[src/rtl/mem_bus_ctrl.sv]
// mem_bus_ctrl: NES CPU-side bus decode, mirror folding, MDR/MAR latches, cart wait states.
// Optional OAM DMA engine at $4014 is built in when MEMBUS_OAM_DMA_EN is defined.
module mem_bus_ctrl #(
  parameter int DATA_W    = 8,
  parameter int ADDR_W    = 16,
  parameter int RAM_AW    = 11,
  parameter int PPU_AW    = 3,
  parameter int CART_WAIT = 1
) (
  input  logic              CLK,
  input  logic              RESET_N,
  input  logic [ADDR_W-1:0] addr,
  input  logic [DATA_W-1:0] wdata,
  input  logic              r,
  input  logic              w,
  input  logic              MEM_LDMDRL,
  input  logic              MEM_LDMDRH,
  input  logic              MEM_LDMAR,
  input  logic [DATA_W-1:0] mem_data,
  input  logic [DATA_W-1:0] ppu_reg_data,
  input  logic [DATA_W-1:0] gamepad_data,
  input  logic [DATA_W-1:0] cart_data,
  output logic              ready,
  output logic              dma_busy,
  output logic [DATA_W-1:0] MDRL,
  output logic [DATA_W-1:0] MDRH,
  output logic [ADDR_W-1:0] MAR,
  output logic [ADDR_W-1:0] dev_addr,
  output logic [DATA_W-1:0] dev_wdata,
  output logic              mem_r,
  output logic              mem_w,
  output logic              ppu_reg_r,
  output logic              ppu_reg_w,
  output logic              gamepad_r,
  output logic              gamepad_w,
  output logic              cart_r,
  output logic              cart_w
);

  // state     | meaning
  // S_IDLE    | CPU access decode, internal devices complete this cycle
  // S_CART_WT | cartridge wait states, strobe held until counter hits 1
  // S_DMA_RD  | OAM DMA source read of {page, index}
  // S_DMA_WR  | OAM DMA write of captured byte to PPU $2004
  typedef enum logic [1:0] {S_IDLE, S_CART_WT, S_DMA_RD, S_DMA_WR} state_t;
  typedef enum logic [2:0] {T_MEM, T_PPU, T_PAD, T_CART, T_NONE, T_DMA} tgt_t;

`ifdef MEMBUS_OAM_DMA_EN
  localparam bit DMA_EN = 1'b1;
`else
  localparam bit DMA_EN = 1'b0;
`endif

  state_t            state_q, state_d;
  logic [3:0]        cnt_q, cnt_d;
  logic [DATA_W-1:0] mdrl_q, mdrl_d, mdrh_q, mdrh_d;
  logic [ADDR_W-1:0] mar_q, mar_d;
  logic [ADDR_W-1:0] bus_addr, fold_addr;
  logic [DATA_W-1:0] rdata_sel;
  tgt_t              tgt;
  logic              req, in_dma, rd_stb, wr_stb;

  assign req    = r | w;
  assign in_dma = (state_q == S_DMA_RD) || (state_q == S_DMA_WR);

`ifdef MEMBUS_OAM_DMA_EN
  logic [DATA_W-1:0] page_q, page_d, byte_q, byte_d;
  logic [7:0]        index_q, index_d;

  assign bus_addr = (state_q == S_DMA_RD) ? ADDR_W'({page_q, index_q}) : addr;

  always_ff @(posedge CLK or negedge RESET_N) begin
    if (!RESET_N) begin
      page_q  <= '0;
      index_q <= '0;
      byte_q  <= '0;
    end else begin
      page_q  <= page_d;
      index_q <= index_d;
      byte_q  <= byte_d;
    end
  end
`else
  assign bus_addr = addr;
`endif

  always_comb begin
    tgt       = T_NONE;
    fold_addr = '0;
    rdata_sel = '0;
    if (bus_addr < ADDR_W'(16'h2000)) begin
      tgt       = T_MEM;
      fold_addr = ADDR_W'(bus_addr[RAM_AW-1:0]);
      rdata_sel = mem_data;
    end else if (bus_addr < ADDR_W'(16'h4000)) begin
      tgt       = T_PPU;
      fold_addr = ADDR_W'(bus_addr[PPU_AW-1:0]);
      rdata_sel = ppu_reg_data;
    end else if (bus_addr == ADDR_W'(16'h4016) || bus_addr == ADDR_W'(16'h4017)) begin
      tgt       = T_PAD;
      fold_addr = ADDR_W'(bus_addr[0]);
      rdata_sel = gamepad_data;
    end else if (bus_addr == ADDR_W'(16'h4014)) begin
      // a DMA source page of $40 reads $4014 as a plain PPU register
      if (DMA_EN && !in_dma) begin
        tgt = T_DMA;
      end else begin
        tgt       = T_PPU;
        fold_addr = ADDR_W'(4);
        rdata_sel = ppu_reg_data;
      end
    end else if (bus_addr >= ADDR_W'(16'h4020)) begin
      tgt       = T_CART;
      fold_addr = bus_addr;
      rdata_sel = cart_data;
    end
  end

  always_ff @(posedge CLK or negedge RESET_N) begin
    if (!RESET_N) begin
      state_q <= S_IDLE;
      cnt_q   <= '0;
      mdrl_q  <= '0;
      mdrh_q  <= '0;
      mar_q   <= '0;
    end else begin
      state_q <= state_d;
      cnt_q   <= cnt_d;
      mdrl_q  <= mdrl_d;
      mdrh_q  <= mdrh_d;
      mar_q   <= mar_d;
    end
  end

  always_comb begin
    state_d = state_q;
    cnt_d   = cnt_q;
`ifdef MEMBUS_OAM_DMA_EN
    page_d  = page_q;
    index_d = index_q;
    byte_d  = byte_q;
`endif
    case (state_q)
      S_IDLE: begin
        if (req && tgt == T_CART && CART_WAIT != 0) begin
          state_d = S_CART_WT;
          cnt_d   = 4'(CART_WAIT);
        end
`ifdef MEMBUS_OAM_DMA_EN
        else if (w && tgt == T_DMA) begin
          state_d = S_DMA_RD;
          page_d  = wdata;
          index_d = '0;
        end
`endif
      end
      S_CART_WT: begin
        cnt_d = cnt_q - 4'd1;
        if (cnt_q == 4'd1) state_d = S_IDLE;
      end
`ifdef MEMBUS_OAM_DMA_EN
      S_DMA_RD: begin
        // counter is 0 on entry; first cart cycle arms it, ready at 1
        if (tgt == T_CART && CART_WAIT != 0) begin
          cnt_d = (cnt_q == 4'd0) ? 4'(CART_WAIT) : cnt_q - 4'd1;
          if (cnt_q == 4'd1) begin
            byte_d  = rdata_sel;
            state_d = S_DMA_WR;
          end
        end else begin
          byte_d  = rdata_sel;
          state_d = S_DMA_WR;
        end
      end
      S_DMA_WR: begin
        index_d = index_q + 8'd1;
        state_d = (index_q == 8'hFF) ? S_IDLE : S_DMA_RD;
      end
`endif
      default: state_d = S_IDLE;
    endcase
  end

  always_comb begin
    ready     = 1'b0;
    rd_stb    = 1'b0;
    wr_stb    = 1'b0;
    dev_addr  = fold_addr;
    dev_wdata = wdata;
    case (state_q)
      S_IDLE: begin
        if (req) begin
          rd_stb = ~w;
          wr_stb = w;
          ready  = !(tgt == T_CART && CART_WAIT != 0);
        end
      end
      S_CART_WT: begin
        rd_stb = ~w;
        wr_stb = w;
        ready  = (cnt_q == 4'd1);
      end
      S_DMA_RD: rd_stb = 1'b1;
      default: ;
    endcase
    mem_r     = rd_stb && tgt == T_MEM;
    mem_w     = wr_stb && tgt == T_MEM;
    ppu_reg_r = rd_stb && tgt == T_PPU;
    ppu_reg_w = wr_stb && tgt == T_PPU;
    gamepad_r = rd_stb && tgt == T_PAD;
    gamepad_w = wr_stb && tgt == T_PAD;
    cart_r    = rd_stb && tgt == T_CART;
    cart_w    = wr_stb && tgt == T_CART;
`ifdef MEMBUS_OAM_DMA_EN
    if (state_q == S_DMA_WR) begin
      ppu_reg_w = 1'b1;
      dev_addr  = ADDR_W'(4);
      dev_wdata = byte_q;
    end
`endif
    dma_busy = in_dma;
    if (!RESET_N) begin
      ready     = 1'b0;
      dma_busy  = 1'b0;
      mem_r     = 1'b0;
      mem_w     = 1'b0;
      ppu_reg_r = 1'b0;
      ppu_reg_w = 1'b0;
      gamepad_r = 1'b0;
      gamepad_w = 1'b0;
      cart_r    = 1'b0;
      cart_w    = 1'b0;
    end
  end

  always_comb begin
    mdrl_d = (ready && MEM_LDMDRL) ? rdata_sel : mdrl_q;
    mdrh_d = (ready && MEM_LDMDRH) ? rdata_sel : mdrh_q;
    mar_d  = MEM_LDMAR ? addr : mar_q;
  end

  assign MDRL = mdrl_q;
  assign MDRH = mdrh_q;
  assign MAR  = mar_q;

endmodule
[config.mk]
export PLATFORM = sky130hd
export DESIGN_NAME = mem_bus_ctrl
export DESIGN_NICKNAME = d
export VERILOG_FILES = /design/src/rtl/mem_bus_ctrl.sv
export SDC_FILE = /design/constraint.sdc
export NUM_CORES = 1
export LEC_CHECK = 0
export ABC_AREA = 1
export BUFFER_PORTS_ARGS = -buffer_cell sky130_fd_sc_hd__buf_2
export CORE_MARGIN = 5
export CORE_UTILIZATION = 44
export DETAILED_ROUTE_END_ITERATION = 8
export PLACE_DENSITY = 0.79
export REMOVE_ABC_BUFFERS = 1
export SETUP_SLACK_MARGIN = 0.15
export SLEW_MARGIN = 0
export SYNTH_ARGS = -nofsm -noshare
export SYNTH_HDL_FRONTEND = slang
export SYNTH_SLANG_ARGS = --single-unit
[constraint.sdc]
create_clock -name CLK -period 1.77 [get_ports CLK]
set_clock_uncertainty 0.1 [all_clocks]
set_input_delay 0.0885 -clock CLK [delete_from_list [all_inputs] [get_ports CLK]]
set_output_delay 0.0885 -clock CLK [all_outputs]
set_load 0.005 [all_outputs]
* Word level (Yosys, flattened, before mapping)
Index checks and enable logic that the tools add are counted.
Widths: inputs -> output; s select.
** Word-level totals
- Bits of input ports :: 63
- Word-level logic and storage cells :: 78
- Bits in registers :: 38
- Output and inout bits :: 66
** Operators by class
- Bitwise gates (word level) :: 2
- $lt $le $gt $ge :: 3
- Mux-type cells :: 36
- Reduce and logical (&&, ||, !) cells :: 19
- Equal/unequal tests :: 12
- $add $sub $neg :: 1
** Operator list (count)
- $mux 16 :: 5
- $eq 16x15->1 const B :: 3
- $mux 8 :: 5
- $ge 16x15->1 const B :: 1
- $lt 16x14->1 const B :: 1
- $lt 16x15->1 const B :: 1
- $mux 3 :: 5
- $mux 1 :: 13
- $logic_and 1x1->1 :: 11
- $pmux 4 s2 :: 1
- $eq 3x2->1 const B :: 2
- $eq 2x2->1 const B :: 2
- $eq 4x1->1 const B :: 1
- $mux 2 :: 2
- $mux 4 :: 1
- $ne 2x2->1 const B :: 2
- $pmux 1 s2 :: 2
- $pmux 2 s2 :: 1
- $reduce_and 2->1 :: 2
- $sub 4x1->4 const B :: 1
- $eq 3x1->1 const B :: 1
- $logic_not 3->1 :: 1
- $pmux 1 s3 :: 1
- $eq 2x1->1 const B :: 1
- 6 further kinds :: 7

* Depth between registers and ports, before layout
- Depth after elaboration :: 12
- Gate-level depth with buffers :: 10

* Worst setup path before layout
OpenSTA, ideal clock, no wires.
- Path type :: flip-flop to flip-flop
- From :: register cnt_q[1]
- To :: register mdrh_q[0] (netlist: MDRH[0])
- Data required time :: 1553 ps
- Cell stages (with the launch flop) :: 10
- Setup time :: 117 ps
- Path slack :: 290 ps
- Arrival time :: 1263 ps
- Cells stage by stage :: dfrtp_1 inv_1 ha_1 nand2_1 nor3_1 inv_1 nand2_2 nand3_1 nand2_1 nand2_1
** Between the ends
- Longest elaborated chain between the ends :: 4
** RTL lines
- from (decl) :: RTL line 55 : logic [3:0] cnt_q, cnt_d;
- from (signal assigned) :: RTL line 128 : cnt_q <= cnt_d;
- $eq 4x1->1 :: RTL line 201 : ready = (cnt_q == 4'd1);
- $pmux 1 s2 :: RTL line 190 : case (state_q)
- $mux 1 :: RTL line 222 : if (!RESET_N) begin
- $logic_and 1x1->1 :: RTL line 238 : mdrh_d = (ready && MEM_LDMDRH) ? rdata_sel : mdrh_q;
- to (signal assigned) :: RTL line 130 : mdrh_q <= mdrh_d;
- to (decl) :: RTL line 56 : logic [DATA_W-1:0] mdrl_q, mdrl_d, mdrh_q, mdrh_d;
No other way between the ends.
A chain may end at the register's enable or synchronous reset.

* Final worst setup path
- From :: register cnt_q[1]
- To :: register mdrh_q[3] (netlist: MDRH[3])
The elaborated chain is that of the path after synthesis.

==> key figures <==
GRT
  • Antenna violations before repair: 0
  • Gr usage total: 22.95%
  • Largest net degree at the start of global routing: 21
  • First-pass GRT wire length: 11.85 mm
  • Grt total ovfl: 0
  • Vias in the first global route: 2,629

Die
  • Die Y: 82.12 um
  • Starting density of the core: 45.09%
  • Core area: 5075 um2
  • Row count: 26
  • Die area: 6744 um2
  • I/O pins: 129
  • Chip Width: 82.12 um

Drt
  • DRT antenna net count: 0
  • Post-DR wirelength/cell: 13.91 um
  • Post-Route WL: 7.414 mm
  • 1st-pass router iterations: 5
  • DRC Markers: 0
  • DRT iter0 DRCs: 180
  • Routed vias/inst: 4.981
  • Routed vias: 2,655

Power and ir drop
  • Static leakage power: 1.816 nW
  • Worst VDD drop: 0.0003535 V
  • Pwr dens: 925.8 nW/um2

Yosys
  • Synthesized flop and latch total: 37
  • Synth Flop Type: dfrtp_1
  • Synth unique cells: 28
  • Synth warn: 0
  • Avg Inst Size Synth: 6.872 um2
  • Post-synth EDFFs: 0
  • Post-Syn Instances: 333
  • Asr flop ratio synth: 100.0%
  • Sequential fraction of the synthesis area: 40.46%
  • Post-Syn Area: 2288 um2

Worst setup path
  • Critical Path Source Type: flop
  • Critical path type: flop to flop
  • Critical path capture point type: flop
  • Crit path arrival time: 1.77 ns
  • Critical path peak fanout: 8
  • WP data required: 1.89 ns

Clocking
  • CTS max path bufs: 2
  • Clk Latency, worst-skew pair: 0.28 ns
  • CTS sink cnt: 37
  • Clock transition at path regs: 0.07 ns
  • TritonCTS buffer count: 5
  • CTS root buf: clkbuf_8
  • # H-tree levels: 2
  • TritonCTS clock tree: done

STA
  • Setup TNS: 0 ns
  • Final hold violations: 0
  • Final worst-path cycle share: 93.18%
  • Headroom to the max-slew limit: 65.10%
  • Crit path time final: 1.649 ns
  • Min setup slack post-route: 0.1208 ns
  • Max Transition Viols Final: 0
  • Unrepaired setup endpoints after global routing: true
  • Setup-failing EPs final: 0
  • Fmax achieved: 0.6064 GHz
  • Slew @ Worst Pin: 0.5218 ns

Cells and area
  • Layout cells sized above 1: 33.48%
  • Final std cells w/o fill: 533
  • N_diodes: 0
  • Layout area overhead: 41.83%
  • Final nets: 527

Placed design
  • Post-DP HPWL: 5.515 mm
  • Placer Congestion: 0.8477
  • Placed Cells: 503
  • IO buf count: 111
  • Place WS: 0.06153 ns

Outcome
  • Outcome: completed

Min path
  • Worst min path class: primary input to flop

Job
  • Maxcap violations: 0
-- per-layer routing --
metal / global-route usage (%) / routed length, um / up-vias
li1: - / - / 1286
met2: 39.34 / 3824 / 137
met3: 4.881 / 540 / 27
met5: 0 / 0 / -
met1: 27.15 / 2783 / 1205
met4: 11.30 / 265 / 0
-- flip-flops by register name (all words and copies together), names as in the netlist --
register,count
MAR,16
cnt_q,4
MDRL,8
state_q,1
MDRH,8
-- final cells by class --
type / count / area (um2)
clock buffers: 8 / 80.08
fillers: 441 / 1829
inverters: 48 / 180.2
multi-input cells: 230 / 1136
flip-flops and latches: 37 / 925.9
well taps: 70 / 87.58
repair buffers: 140 / 835.8
-- where the power goes --
part / leakage (nW) / internal, mW / switching, mW
registers: 0.441 / 1.10 / 0.185
logic: 1.34 / 0.562 / 0.595
clock network: 0.0395 / 0.280 / 0.287
total: 1.82 / 1.94 / 1.07
-- synth_stat cells, types with 2 or more instances --
library cell	number	area [um2]
nand2_2	4	25.02
nand3_1	50	250.2
buf_1	3	11.26
nand4_1	3	18.77
buf_2	5	25.02
dfrtp_1	37	925.9
buf_4	9	67.56
ha_1	2	25.02
nor2_4	4	45.04
nand2_1	83	311.6
nor3_1	2	10.01
nor2_1	49	183.9
a21oi_1	17	85.08
o21ai_0	5	25.02
inv_1	47	176.4
-- path summary, 6_finish.rpt --
path	start	cells past startpoint	endpoint	slack, ns
max reg2reg	cnt_q[1]	11	MDRH[3]	0.12
min	addr[1]	2	MAR[1]	0.02
min in group asynchronous	RESET_N	2	MDRL[1]	0.37
min reg2reg	MDRL[5]	2	MDRL[5]	0.38
max in group asynchronous	RESET_N	3	cnt_q[1]	0.66
max	cnt_q[1]	11	MDRH[3]	0.12
-- cells by family after synthesis --
family | count (synthesis) | share of synthesized area, %
muxes | 1 | 0.4920
AOI/OAI and AO/OA | 27 | 6.889
adders and majority gates | 2 | 1.093
DFF | 37 | 40.46
buffers and inverters | 66 | 12.57
other | 1 | 0.1639
and+or+nand+nor | 198 | 37.94
xor gates and xnor gates | 1 | 0.3828
-- critical path, stage by stage, from the launching register on --
cell	delay, ns
dfrtp_1	0.38
inv_2	0.07
ha_4	0.13
nand2_4	0.05
nor3_4	0.14
inv_1	0.07
nand2_2	0.11
nand2_4	0.07
buf_12	0.13
nor2_4	0.18
nand2_1	0.09
nand2_1	0.07
-- what timing repair did --
action	CTS	global route
endpoints found under the setup margin	17	33
buffers inserted	4	4
hold buffers	14	0
resized for setup	9	9
endpoints found under the hold margin	25	0
pin swaps	8	12
-- through the flow --
step / hold WS (ns) / area (um2) / power (mW) / utilization [%]
after floorplan: -0.3071 / 2181 / 1.759 / -
after global placement: -0.07686 / 2877 / 2.200 / 56.68
after detailed placement: -0.06866 / 2877 / 2.244 / 56.68
after CTS: 0.02078 / 3176 / 2.952 / 62.57
after global routing: 0.04426 / 3246 / 3.249 / 63.95
final: 0.02463 / 3246 / 3.005 / 63.95
-- layout by cell type, fill, tap and decap left out, types with 3 or more instances in the layout --
cell	count
buf_2	109
nand2_1	81
nand3_1	48
nor2_1	47
inv_1	45
dfrtp_1	37
a21oi_1	17
buf_4	14
dlygate4sd3_1	13
nor2_4	5
nand2_2	5
o21ai_0	5
clkbuf_8	5
nand4_1	3
clkbuf_1	3
(Power assumes the default switching activity.)
